==> src/rtl/alu_arbiter.sv <==
// Round-robin arbiter sharing one combinational ALU between two valid/ready requesters; IDLE->EXEC->RESP, one op per 3 cycles.
// Optional grant counters enabled by defining ALU_ARB_STATS_EN.
module alu_arbiter #(
    parameter int WIDTH = 16
) (
    input  logic             clk,
    input  logic             reset,
    input  logic             req0_valid,
    output logic             req0_ready,
    input  logic [WIDTH-1:0] req0_a,
    input  logic [WIDTH-1:0] req0_b,
    input  logic [2:0]       req0_op,
    input  logic             req1_valid,
    output logic             req1_ready,
    input  logic [WIDTH-1:0] req1_a,
    input  logic [WIDTH-1:0] req1_b,
    input  logic [2:0]       req1_op,
    output logic             rsp0_valid,
    input  logic             rsp0_ready,
    output logic [WIDTH-1:0] rsp0_result,
    output logic             rsp1_valid,
    input  logic             rsp1_ready,
    output logic [WIDTH-1:0] rsp1_result,
    output logic [WIDTH-1:0] alu_a,
    output logic [WIDTH-1:0] alu_b,
    output logic [2:0]       alu_cont,
`ifdef ALU_ARB_STATS_EN
    output logic [15:0]      grant_cnt0,
    output logic [15:0]      grant_cnt1,
`endif
    input  logic [WIDTH-1:0] alu_result
);

    typedef enum logic [1:0] {IDLE, EXEC, RESP} state_t;

    state_t             state_q, state_d;
    logic               last_grant_q, last_grant_d;
    logic               owner_q, owner_d;
    logic [WIDTH-1:0]   op_a_q, op_a_d;
    logic [WIDTH-1:0]   op_b_q, op_b_d;
    logic [2:0]         op_cont_q, op_cont_d;
    logic [WIDTH-1:0]   res0_q, res0_d;
    logic [WIDTH-1:0]   res1_q, res1_d;
    logic               rsp0_valid_q, rsp0_valid_d;
    logic               rsp1_valid_q, rsp1_valid_d;
    logic               grant0, grant1;
`ifdef ALU_ARB_STATS_EN
    logic [15:0]        cnt0_q, cnt0_d;
    logic [15:0]        cnt1_q, cnt1_d;
`endif

    always_comb begin
        // Tie goes to whoever did not win last; last_grant resets to 1 so req0 wins first.
        grant0 = req0_valid && (!req1_valid || last_grant_q);
        grant1 = req1_valid && (!req0_valid || !last_grant_q);
        req0_ready = !reset && (state_q == IDLE) && grant0;
        req1_ready = !reset && (state_q == IDLE) && grant1;

        state_d      = state_q;
        last_grant_d = last_grant_q;
        owner_d      = owner_q;
        op_a_d       = op_a_q;
        op_b_d       = op_b_q;
        op_cont_d    = op_cont_q;
        res0_d       = res0_q;
        res1_d       = res1_q;
        rsp0_valid_d = rsp0_valid_q;
        rsp1_valid_d = rsp1_valid_q;

        case (state_q)
            IDLE: begin
                if (req0_ready) begin
                    owner_d      = 1'b0;
                    last_grant_d = 1'b0;
                    op_a_d       = req0_a;
                    op_b_d       = req0_b;
                    op_cont_d    = req0_op;
                    state_d      = EXEC;
                end else if (req1_ready) begin
                    owner_d      = 1'b1;
                    last_grant_d = 1'b1;
                    op_a_d       = req1_a;
                    op_b_d       = req1_b;
                    op_cont_d    = req1_op;
                    state_d      = EXEC;
                end
            end
            EXEC: begin
                if (owner_q) begin
                    res1_d       = alu_result;
                    rsp1_valid_d = 1'b1;
                end else begin
                    res0_d       = alu_result;
                    rsp0_valid_d = 1'b1;
                end
                state_d = RESP;
            end
            RESP: begin
                if (owner_q ? rsp1_ready : rsp0_ready) begin
                    rsp0_valid_d = 1'b0;
                    rsp1_valid_d = 1'b0;
                    state_d      = IDLE;
                end
            end
            default: state_d = IDLE;
        endcase

`ifdef ALU_ARB_STATS_EN
        cnt0_d = cnt0_q;
        cnt1_d = cnt1_q;
        if (req0_ready && cnt0_q != 16'hFFFF) cnt0_d = cnt0_q + 16'd1;
        if (req1_ready && cnt1_q != 16'hFFFF) cnt1_d = cnt1_q + 16'd1;
`endif
    end

    always_ff @(posedge clk) begin
        if (reset) begin
            state_q      <= IDLE;
            last_grant_q <= 1'b1;
            owner_q      <= 1'b0;
            op_a_q       <= '0;
            op_b_q       <= '0;
            op_cont_q    <= 3'b000;
            res0_q       <= '0;
            res1_q       <= '0;
            rsp0_valid_q <= 1'b0;
            rsp1_valid_q <= 1'b0;
`ifdef ALU_ARB_STATS_EN
            cnt0_q       <= 16'd0;
            cnt1_q       <= 16'd0;
`endif
        end else begin
            state_q      <= state_d;
            last_grant_q <= last_grant_d;
            owner_q      <= owner_d;
            op_a_q       <= op_a_d;
            op_b_q       <= op_b_d;
            op_cont_q    <= op_cont_d;
            res0_q       <= res0_d;
            res1_q       <= res1_d;
            rsp0_valid_q <= rsp0_valid_d;
            rsp1_valid_q <= rsp1_valid_d;
`ifdef ALU_ARB_STATS_EN
            cnt0_q       <= cnt0_d;
            cnt1_q       <= cnt1_d;
`endif
        end
    end

    assign alu_a       = op_a_q;
    assign alu_b       = op_b_q;
    assign alu_cont    = op_cont_q;
    assign rsp0_valid  = rsp0_valid_q;
    assign rsp1_valid  = rsp1_valid_q;
    assign rsp0_result = res0_q;
    assign rsp1_result = res1_q;
`ifdef ALU_ARB_STATS_EN
    assign grant_cnt0  = cnt0_q;
    assign grant_cnt1  = cnt1_q;
`endif

endmodule
==> config.mk <==
export PLATFORM = sky130hd
export DESIGN_NAME = alu_arbiter
export DESIGN_NICKNAME = d
export VERILOG_FILES = /design/src/rtl/alu_arbiter.sv
export SDC_FILE = /design/constraint.sdc
export NUM_CORES = 1
export LEC_CHECK = 0
export ABC_AREA = 1
export CAP_MARGIN = 5
export CORE_ASPECT_RATIO = 2
export CORE_MARGIN = 2
export CORE_UTILIZATION = 46
export CTS_BUF_LIST = sky130_fd_sc_hd__clkbuf_8
export CTS_CLUSTER_SIZE = 25
export DETAILED_ROUTE_END_ITERATION = 16
export PLACE_DENSITY = 0.86
export SYNTH_ARGS = -nofsm -noshare
export SYNTH_HDL_FRONTEND = slang
export SYNTH_SLANG_ARGS = --single-unit
==> constraint.sdc <==
create_clock -name clk -period 2.2 [get_ports clk]
set_input_delay 0.44 -clock clk [delete_from_list [all_inputs] [get_ports clk]]
set_output_delay 0.44 -clock clk [all_outputs]
set_load 0.02 [all_outputs]
==> results.rst, run 1 <==
.. list-table::
   :header-rows: 1

   * - Metric
     - Value
   * - CTS Root Buffer Type
     - clkbuf_8
   * - Grt total ovfl
     - 0
   * - First-iteration detailed-routing DRC count
     - 267
   * - Dominant cell type by area after synthesis
     - dfxtp_1
   * - Maximum root-to-sink buffer count
     - 2
   * - Cells along the critical path
     - clkdlybuf4s50_1 -> nand2_1 -> nand2_1 -> inv_1 -> nand2_1 -> inv_1 -> dlygate4sd2_1
   * - Clock tree from TritonCTS
     - done
   * - Max_cap viols
     - 0
   * - Ranking of synthesized cells by area
     - dfxtp_1, nand2_1, nor2_1, inv_1, nand3b_1
   * - Yosys Warn Count
     - 0
   * - Number of inserted diodes
     - 0
   * - Full die area
     - 8270 um^2
   * - Setup CP Type
     - in2out
   * - Hold path cells
     - 2
   * - Commonest non-fill, non-tap cells in the layout
     - clkdlybuf4s50_1, nand2_1, nor2_1, dfxtp_1, inv_1
   * - Fin crit period
     - 2090 ps
   * - Share of cells above drive strength 1
     - 0.0520
   * - Portion of synthesized cell area occupied by the leading cell type
     - 0.423
   * - Via count of the first global-routing pass
     - 3487
   * - Gate count after technology mapping
     - 516
   * - Routed wire length
     - 9.55 mm
   * - Setup TNS
     - 0 ps
   * - HP Class
     - reg2reg
   * - Seq. cell area
     - 1460 um^2
   * - Wire length per cell
     - 12.5 um
   * - Worst-path fanout max
     - 3
   * - Dpl hpwl
     - 6.91 mm
   * - Avg Synthesized Cell Area
     - ~6.7 um^2
   * - Highest ir drop seen on vdd
     - 0.513 mV
   * - Critical Path Sink Type
     - output port
   * - I/O Pins
     - ~160
   * - Max Transition Viols Final
     - 0
   * - Total routing resource utilization after global routing
     - 0.240
   * - Net count after synthesis
     - 608
   * - Number of buffers inserted by post-CTS setup repair
     - 0
   * - Initial core utilization
     - 0.476
   * - Worst stage delay on the critical path
     - 510 ps
   * - Cell at the slowest stage of the critical path
     - clkdlybuf4s50_1
   * - Worst rel slew slack
     - 0.708
   * - Number of hold violations in the final report
     - 0
   * - Instance area at placement
     - about 5100 um^2
   * - Wire length of the first global-routing pass
     - approximately 15 mm
   * - Maximum operating frequency
     - 0.477 GHz
   * - Antenna violations before repair
     - 0
   * - Final cell count without fillers
     - 765
   * - RSZ-0062 raised after global routing
     - no
   * - Utilization after layout
     - 0.733
   * - Leading cell type in the layout, fill and taps excluded
     - clkdlybuf4s50_1
   * - Total core area
     - 7270 um^2
   * - Vias post-DR
     - 3676
   * - Number of cells in the design after placement
     - roughly 750
   * - CTS clock-pin slew for the worst setup and hold paths
     - 80 ps
   * - Netlist area before placement
     - 3460 um^2
   * - Worst EP required
     - 1760 ps
   * - Y dimension of the die
     - about 130 um
   * - Weighted congestion at the end of routability-driven global placement
     - between 0.7 and 0.8
   * - Leakage power
     - 2.42 nW
   * - Average vias per placed instance
     - 4.81
   * - Row count
     - 44
   * - Areal power density over the cells
     - 700 nW/um^2
   * - Final cycle utilization of the critical path
     - 0.952
   * - Number of input and output port buffers inserted
     - around 160
   * - Max H-tree Level
     - 3
   * - DRC
     - 0
   * - Area overhead of the layout relative to synthesis
     - 54.1%
   * - Multi-input gate area in the final layout
     - 1530 um^2
   * - Width of the die
     - 65.3 um
   * - Most Frequent Cell on Critical Path
     - nand2_1
   * - Critical path startpoint category
     - primary input
   * - Final setup viols
     - 0
   * - Worst clock skew
     - 5.33 ps
   * - Maximum number of pins on one net before global-route repair
     - 106
   * - Number of cell instances on the worst register-to-register path
     - 11
   * - Count of unique library cells instantiated by Yosys
     - 19
   * - Run status
     - complete, no violations
   * - Detailed Routing Iterations Pass 1
     - 4
   * - Clock tree sinks
     - 73
   * - Layout Nets
     - 760
   * - Clock buffer count from CTS
     - 9
   * - Sequential share of the synthesized area
     - 0.423
   * - Layout filler cell count
     - 600
   * - Finished Cell Area
     - 5330 um^2
   * - Post-route worst hold slack
     - around 450 ps
   * - Yosys reg bits
     - 73
   * - Least-Margin Pin Slew
     - 439 ps
   * - Clock Latency Late Sink
     - 360 ps
   * - Worst Path Arrival
     - 1650 ps
   * - Detail Route Antenna Nets
     - 0
[state kept, by name, summed over array words and instances (netlist names)]
signal / flops
alu_a: 16
alu_b: 16
alu_cont: 3
last_grant_q: 1
owner_q: 1
rsp0_result: 16
rsp0_valid: 1
rsp1_result: 16
rsp1_valid: 1
state_q: 2
[where the power goes]
part	switching (mW)	internal [mW]	leakage, nW
registers	0.0614	1.45	0.599
clock network	0.541	0.649	0.110
logic	0.516	0.515	1.71
total	1.12	2.61	2.42
[metal layers]
metal | up-vias | part of all wire | routed length, um | global-route usage
met1 | 1655 | 0.37 | 3580 | 0.239
met2 | 127 | 0.54 | 5130 | 0.442
met5 | - | 0 | 0 | 0
li1 | 1869 | - | - | -
met3 | 25 | 0.055 | 524 | 0.0638
met4 | 0 | 0.033 | 317 | 0.119
[critical path, delay by kind of cell]
kind	cells	cell delay [ps]
simple gates	3	290
buf+inv	4	940
[cells in the mapped netlist]
cell type    n
nand2_1    119
nor2_1     106
dfxtp_1     73
inv_1       71
a21oi_1     35
nand3b_1    35
o21ai_0     32
clkbuf_1    13
buf_6        9
buf_2        8
inv_2        4
nand3_1      4
a21boi_1     1
a21oi_4      1
buf_4        1
nand2_2      1
nand3_2      1
nor2_2       1
o211ai_1     1
[layout make-up]
type / count / share of cell area
tap: 92 / 0.0216
clock buffer: 9 / 0.0232
clock inverter: 7 / 0.0193
timing repair buffer: 172 / 0.323
multi-input combinational: 337 / 0.286
sequential: 73 / 0.274
inverter: 75 / 0.0528
[cells by family (layout without fill, tap and decap cells)]
family / Yosys count / in the layout / share of synthesized area
simple gates: 267 / 267 / 0.333
buf+inv: 106 / 263 / 0.139
flops: 73 / 73 / 0.423
compound gates: 70 / 70 / 0.106
[path summary, 6_finish.rpt]
kind | startpoint | end | slack (ps)
setup / recovery | req0_valid | req1_ready | 110
hold / removal | rsp0_result[2] | rsp0_result[2] | 450
setup reg to reg | state_q[0] | alu_b[7] | 520
hold reg to reg | rsp0_result[2] | rsp0_result[2] | 450
[what timing repair did]
item | 4_1_cts | 5_1_grt
hold buffers | 0 | 0
resized for setup | 3 | 0
endpoints found under the setup margin | 2 | 0
[metrics by stage]
| stage | total power [mW] | setup WS, ps |
|---|---|---|
| after floorplan | 2.08 | 644 |
| after global placement | 2.54 | -130 |
| after detailed placement | 2.57 | -148 |
| after CTS | 3.76 | 97.3 |
| after global routing | 3.91 | 38.8 |
| final | 3.73 | 105 |
Note: power is estimated with default switching activity, not from simulation.
==> run 2: changes to the inputs <==
Settings changed: CORE_UTILIZATION 46 to 30, PLACE_DENSITY 0.86 to 0.59.
==> results.rst, run 2 (synthesized netlist as in run 1, its figures left out) <==
.. list-table::
   :header-rows: 1

   * - Metric
     - Value
   * - Run status
     - complete, no violations (unchanged)
   * - Worst EP required
     - 1760 ps (about the same)
   * - Areal power density over the cells
     - 700 nW/um^2 (about the same)
   * - Max H-tree Level
     - 3 (unchanged)
   * - Initial core utilization
     - 0.306 (was 0.476)
   * - Average vias per placed instance
     - 4.35 (was 4.81)
   * - CTS Root Buffer Type
     - clkbuf_8 (unchanged)
   * - Number of input and output port buffers inserted
     - 162 (unchanged)
   * - Net switching share of the total power
     - 0.284 (was 0.300)
   * - Number of buffers inserted by post-CTS setup repair
     - 0 (unchanged)
   * - Least-Margin Pin Slew
     - 503 ps (was 439 ps)
   * - Number of hold violations in the final report
     - 0 (unchanged)
   * - Number of inserted diodes
     - 0 (unchanged)
   * - Clock buffer count from CTS
     - 9 (unchanged)
   * - Grt total ovfl
     - 0 (unchanged)
   * - Maximum root-to-sink buffer count
     - 2 (unchanged)
   * - First-iteration detailed-routing DRC count
     - 87 (was 267)
   * - Worst-path fanout max
     - 4 (was 3)
   * - Fin crit period
     - 2070 ps (was 2090 ps)
   * - Most Frequent Cell on Critical Path
     - nand2_1 (unchanged)
   * - Highest ir drop seen on vdd
     - 0.430 mV (was 0.513 mV)
   * - Cells along the critical path
     - clkdlybuf4s50_1 -> nand2_1 -> nand2_1 -> inv_1 -> nand2_1 -> inv_1 -> buf_4 (was clkdlybuf4s50_1 -> nand2_1 -> nand2_1 -> inv_1 -> nand2_1 -> inv_1 -> dlygate4sd2_1)
   * - Full die area
     - 12500 um^2 (was 8270 um^2)
   * - Final setup viols
     - 0 (unchanged)
   * - CTS clock-pin slew for the worst setup and hold paths
     - 80 ps (about the same)
   * - Relative contribution of combinational cells to total power
     - 0.271 (was 0.277)
   * - Vias post-DR
     - 3568 (was 3676)
   * - Clock Latency Late Sink
     - 340 ps (was 360 ps)
   * - Wire length per cell
     - 12.3 um (was 12.5 um)
   * - Commonest non-fill, non-tap cells in the layout
     - clkdlybuf4s50_1, nand2_1, nor2_1, dfxtp_1, inv_1 (unchanged)
   * - Final cycle utilization of the critical path
     - 0.942 (was 0.952)
   * - Area overhead of the layout relative to synthesis
     - 57.0% (was 54.1%)
   * - Clock tree sinks
     - 73 (unchanged)
   * - Layout Nets
     - 765 (was 760)
   * - Weighted congestion at the end of routability-driven global placement
     - 0.786 (was 0.766)
   * - Worst rel slew slack
     - 0.665 (was 0.708)
   * - DRC
     - 0 (unchanged)
   * - Maximum operating frequency
     - 0.482 GHz (was 0.477 GHz)
   * - Resized cells post-CTS
     - 2 (was 3)
   * - Finished Cell Area
     - 5430 um^2 (was 5330 um^2)
   * - Max Transition Viols Final
     - 0 (unchanged)
   * - Row count
     - 55 (was 44)
   * - Detailed Routing Iterations Pass 1
     - 4 (unchanged)
   * - Instance area at placement
     - 5190 um^2 (was 5100 um^2)
   * - Width of the die
     - 79.9 um (was 65.3 um)
   * - Dpl hpwl
     - 7.55 mm (was 6.91 mm)
   * - Internal power summed over all cells
     - 2.72 mW (was 2.61 mW)
   * - NetSw
     - 1.08 mW (was 1.12 mW)
   * - Worst stage delay on the critical path
     - 510 ps (about the same)
   * - Critical Path Sink Type
     - output port (unchanged)
   * - Portion of total power attributed to sequential cells
     - 0.397 (was 0.404)
   * - Wire length of the first global-routing pass
     - 15.5 mm (about the same)
   * - Worst Path Arrival
     - 1630 ps (was 1650 ps)
   * - Cell at the slowest stage of the critical path
     - clkdlybuf4s50_1 (unchanged)
   * - Worst setup margin
     - 127 ps (was 105 ps)
   * - Worst slack at placement
     - -185 ps (was -148 ps)
   * - Clock tree from TritonCTS
     - done (unchanged)
   * - HP Class
     - reg2reg (unchanged)
   * - Setup CP Type
     - in2out (unchanged)
   * - Total core area
     - 11300 um^2 (was 7270 um^2)
   * - Critical path startpoint category
     - primary input (unchanged)
   * - Leakage power
     - 2.45 nW (was 2.42 nW)
   * - Detail Route Antenna Nets
     - 0 (unchanged)
   * - RSZ-0062 raised after global routing
     - no (unchanged)
   * - Maximum number of pins on one net before global-route repair
     - 54 (was 106)
   * - Worst clock skew
     - 6.79 ps (was 5.33 ps)
   * - I/O Pins
     - 163 (unchanged)
   * - Routed wire length
     - 10.1 mm (was 9.55 mm)
   * - Leading cell type in the layout, fill and taps excluded
     - clkdlybuf4s50_1 (unchanged)
   * - Y dimension of the die
     - 156 um (was 127 um)
   * - Max_cap viols
     - 0 (unchanged)
   * - Total routing resource utilization after global routing
     - 0.160 (was 0.240)
   * - Share of cells above drive strength 1
     - 0.0590 (was 0.0520)
   * - Via count of the first global-routing pass
     - 3251 (was 3487)
   * - Antenna violations before repair
     - 0 (unchanged)
   * - Quantity of hold-fixing buffers added after cts
     - 0 (unchanged)
   * - Clock share of power
     - 0.332 (was 0.319)
run 2: cell count changes in the layout (fill, tap and decap cells not counted), sizes merged:
cell / before / now
buf: 10 / 16
bufinv: 2 / 3
clkinv: 2 / 1
clkinvlp: 1 / 0
dlygate4sd2: 2 / 1
inv: 77 / 78
run 2: critical path, delay by kind of cell:
family,cells,cell delay (ps)
buffers and inverters,4,780
and+or+nand+nor,3,400
run 2: metrics by stage:
stage | power (mW) | TNS (ps) | util | hold slack, ps | instances
5_1_grt | 4.02 | 0 | 0.481 | 464 | 820
3_3_place_gp | 2.57 | -128 | 0.460 | 431 | 804
2_1_floorplan | 2.08 | 0 | - | 470 | 516
6_report | 3.80 | 0 | 0.481 | 446 | 820
4_1_cts | 3.88 | 0 | 0.481 | 449 | 820
3_5_place_dp | 2.58 | -200 | 0.460 | 437 | 804
run 2: layout make-up:
type / instances / area, um^2
inverter: 75 / 282
fill: 1170 / 5860
multi-input combinational: 337 / 1530
sequential: 73 / 1460
tap: 142 / 178
clock inverter: 7 / 116
timing repair buffer: 177 / 1740
clock buffer: 9 / 124
run 2: worst paths after layout:
kind / from / slack, ps / to / cells past startpoint
worst max-delay path: req0_valid / 130 / req1_ready / 7
worst min-delay path: rsp0_result[10] / 450 / rsp0_result[10] / 2
worst max register to register: state_q[0] / 570 / alu_b[1] / 9
worst min register to register: rsp0_result[10] / 450 / rsp0_result[10] / 2
run 2: power groups by stage:
stage	clock network (mW)	logic [mW]	registers, mW
after global routing	1.36	1.14	1.52
final	1.26	1.03	1.51
after global placement	0	1.03	1.54
after detailed placement	0	1.04	1.54
after floorplan	0	0.407	1.68
after CTS	1.32	1.05	1.51
run 2: per-layer routing:
metal	GRT usage	vias up	share of wire
met5	0	-	0
met1	0.154	1559	0.37
met4	0.0743	0	0.030
met3	0.0347	18	0.049
li1	-	1882	-
met2	0.309	109	0.55
==> run 3: changes to the inputs <==
Settings changed: RECOVER_POWER set to 25.
==> results.rst, run 3 (synthesized netlist as in run 1, its figures left out) <==
.. list-table::
   :header-rows: 1

   * - Metric
     - Value
   * - Run status
     - complete, no violations (unchanged)
   * - Reg2Reg Launch Point
     - state_q[1] (was state_q[0])
   * - Width of the die
     - 79.9 um (unchanged)
   * - Average vias per placed instance
     - 4.35 (about the same)
   * - Most Used Layer, Global Route
     - met2 (unchanged)
   * - Internal power summed over all cells
     - 2.72 mW (about the same)
   * - Relative contribution of combinational cells to total power
     - 0.270 (was 0.271)
   * - Post-route worst hold slack
     - 446 ps (about the same)
   * - Critical path startpoint category
     - primary input (unchanged)
   * - Maximum operating frequency
     - 0.483 GHz (was 0.482 GHz)
   * - CTS clock-pin slew for the worst setup and hold paths
     - 80 ps (about the same)
   * - Leakage power
     - 2.45 nW (about the same)
   * - Final setup viols
     - 0 (unchanged)
   * - Commonest non-fill, non-tap cells in the layout
     - clkdlybuf4s50_1, nand2_1, nor2_1, inv_1, dfxtp_1 (was clkdlybuf4s50_1, nand2_1, nor2_1, dfxtp_1, inv_1)
   * - Max H-tree Level
     - 3 (unchanged)
   * - Worst rel slew slack
     - 0.500 (was 0.665)
   * - NetSw
     - 1.08 mW (about the same)
   * - First-iteration detailed-routing DRC count
     - 86 (was 87)
   * - RSZ-0062 raised after global routing
     - no (unchanged)
   * - Tot Pwr
     - 3.80 mW (about the same)
   * - Row count
     - 55 (unchanged)
   * - Capture point of the worst reg-to-reg path
     - alu_b[5] (was alu_b[1])
   * - Wire length of the first global-routing pass
     - 15.5 mm (unchanged)
   * - Antenna violations before repair
     - 0 (unchanged)
   * - Total core area
     - 11300 um^2 (unchanged)
   * - Max_cap viols
     - 0 (unchanged)
   * - Worst EP required
     - 1760 ps (about the same)
   * - Initial core utilization
     - 0.306 (unchanged)
   * - GRT met1 Usage
     - 0.154 (unchanged)
   * - Clock buffer count from CTS
     - 9 (unchanged)
   * - Capture endpoint of the worst hold path
     - rsp1_result[12] (was rsp0_result[10])
   * - Detail Route Antenna Nets
     - 0 (unchanged)
   * - Quantity of hold-fixing buffers added after cts
     - 0 (unchanged)
   * - HP Start
     - rsp1_result[12] (was rsp0_result[10])
   * - Number of buffers inserted by post-CTS setup repair
     - 0 (unchanged)
   * - Worst setup margin
     - 128 ps (was 127 ps)
   * - Routed wire length
     - 10.1 mm (about the same)
   * - Final cycle utilization of the critical path
     - 0.942 (about the same)
   * - CTS Root Buffer Type
     - clkbuf_8 (unchanged)
   * - Grt total ovfl
     - 0 (unchanged)
   * - Portion of total power attributed to sequential cells
     - 0.397 (about the same)
   * - Critical Path Sink Type
     - output port (unchanged)
   * - I/O Pins
     - 163 (unchanged)
   * - Net switching share of the total power
     - 0.284 (about the same)
   * - Area overhead of the layout relative to synthesis
     - 56.6% (was 57.0%)
   * - Clock Latency Late Sink
     - 340 ps (about the same)
   * - Detailed Routing Iterations Pass 1
     - 4 (unchanged)
   * - GR met2 Demand/Resource
     - 0.309 (unchanged)
   * - Number of hold violations in the final report
     - 0 (unchanged)
   * - Worst slack at placement
     - -185 ps (unchanged)
   * - Number of inserted diodes
     - 0 (unchanged)
   * - Leading cell type in the layout, fill and taps excluded
     - clkdlybuf4s50_1 (unchanged)
   * - Max Transition Viols Final
     - 0 (unchanged)
   * - Worst-path fanout max
     - 4 (unchanged)
   * - Clock tree from TritonCTS
     - done (unchanged)
   * - Dpl hpwl
     - 7.55 mm (unchanged)
   * - CP startpoint
     - req0_valid (unchanged)
   * - Fin crit period
     - 2070 ps (about the same)
   * - Worst Path Arrival
     - 1630 ps (about the same)
   * - Maximum root-to-sink buffer count
     - 2 (unchanged)
   * - Least-Margin Pin Slew
     - 750 ps (was 503 ps)
   * - Share of cells above drive strength 1
     - 0.0531 (was 0.0590)
   * - Clock share of power
     - 0.332 (about the same)
   * - Highest ir drop seen on vdd
     - 0.430 mV (about the same)
   * - Worst reg-to-reg setup slack
     - 450 ps (was 570 ps)
   * - Worst clock skew
     - 6.76 ps (was 6.79 ps)
   * - Clock tree sinks
     - 73 (unchanged)
   * - HP Class
     - reg2reg (unchanged)
   * - Weighted congestion at the end of routability-driven global placement
     - 0.786 (unchanged)
   * - Via count of the first global-routing pass
     - 3251 (unchanged)
   * - Layout Nets
     - 765 (unchanged)
   * - DRC
     - 0 (unchanged)
   * - Number of input and output port buffers inserted
     - 162 (unchanged)
   * - Y dimension of the die
     - 156 um (unchanged)
   * - Total routing resource utilization after global routing
     - 0.160 (unchanged)
   * - Full die area
     - 12500 um^2 (unchanged)
   * - Maximum number of pins on one net before global-route repair
     - 54 (unchanged)
   * - Wire length per cell
     - 12.3 um (about the same)
   * - Grt met3 use
     - 0.0347 (unchanged)
   * - Areal power density over the cells
     - 701 nW/um^2 (was 700 nW/um^2)
   * - Hold path cells
     - 2 (unchanged)
   * - Setup CP Type
     - in2out (unchanged)
   * - Number of cell instances on the worst register-to-register path
     - 9 (unchanged)
   * - Vias post-DR
     - 3563 (was 3568)
==> run 3: cell types whose count changed in the layout (fill, tap and decap cells not counted) <==
cell / before / now
clkbuf_1: 0 / 2
inv_2: 4 / 2
inv_1: 72 / 74
buf_4: 15 / 10
clkbuf_2: 0 / 3
==> run 3: worst max-delay path, stage by stage <==
cell,delay [ps]
clkdlybuf4s50_1,510
nand2_1,80
nand2_1,120
inv_1,50
nand2_1,190
inv_1,60
buf_4,160
==> run 3: cell type report <==
class	instances	area [um^2]
flip-flops and latches	73	1460
fillers	1174	5870
well taps	142	178
inverters	75	282
clock inverters	7	116
repair buffers	177	1730
clock buffers	9	124
multi-input cells	337	1530
==> run 3: worst max-delay path by stage <==
stage	cells after the start	endpoint
after global routing	7	req1_ready
after floorplan	7	req1_ready
final	7	req1_ready
after global placement	5	req0_ready
after detailed placement	5	req0_ready
after CTS	7	req1_ready
==> run 3: what timing repair did <==
item | in CTS | in global routing
endpoints found under the hold margin | 0 | 0
resized for setup | 2 | 0
endpoints found under the setup margin | 1 | 0
==> run 3: power by group through the flow <==
stage	clock network (mW)	logic (mW)	registers [mW]
2_1_floorplan	0	0.407	1.68
3_3_place_gp	0	1.03	1.54
3_5_place_dp	0	1.04	1.54
4_1_cts	1.32	1.05	1.51
5_1_grt	1.36	1.13	1.52
6_report	1.26	1.03	1.51
==> run 3: layer usage <==
layer  up-vias  routed length, um
met4         0                302
met2       107               5600
met3        18                492
met1      1556               3730
li1       1882                  -
met5         -                  0
==> run 3: through the flow <==
stage	TNS [ps]	cell area [um^2]	cells	utilization
after CTS	0	5430	820	0.481
after detailed placement	-200	5190	804	0.460
final	0	5410	820	0.480
after floorplan	0	3460	516	-
after global routing	0	5410	820	0.480
after global placement	-128	5190	804	0.460
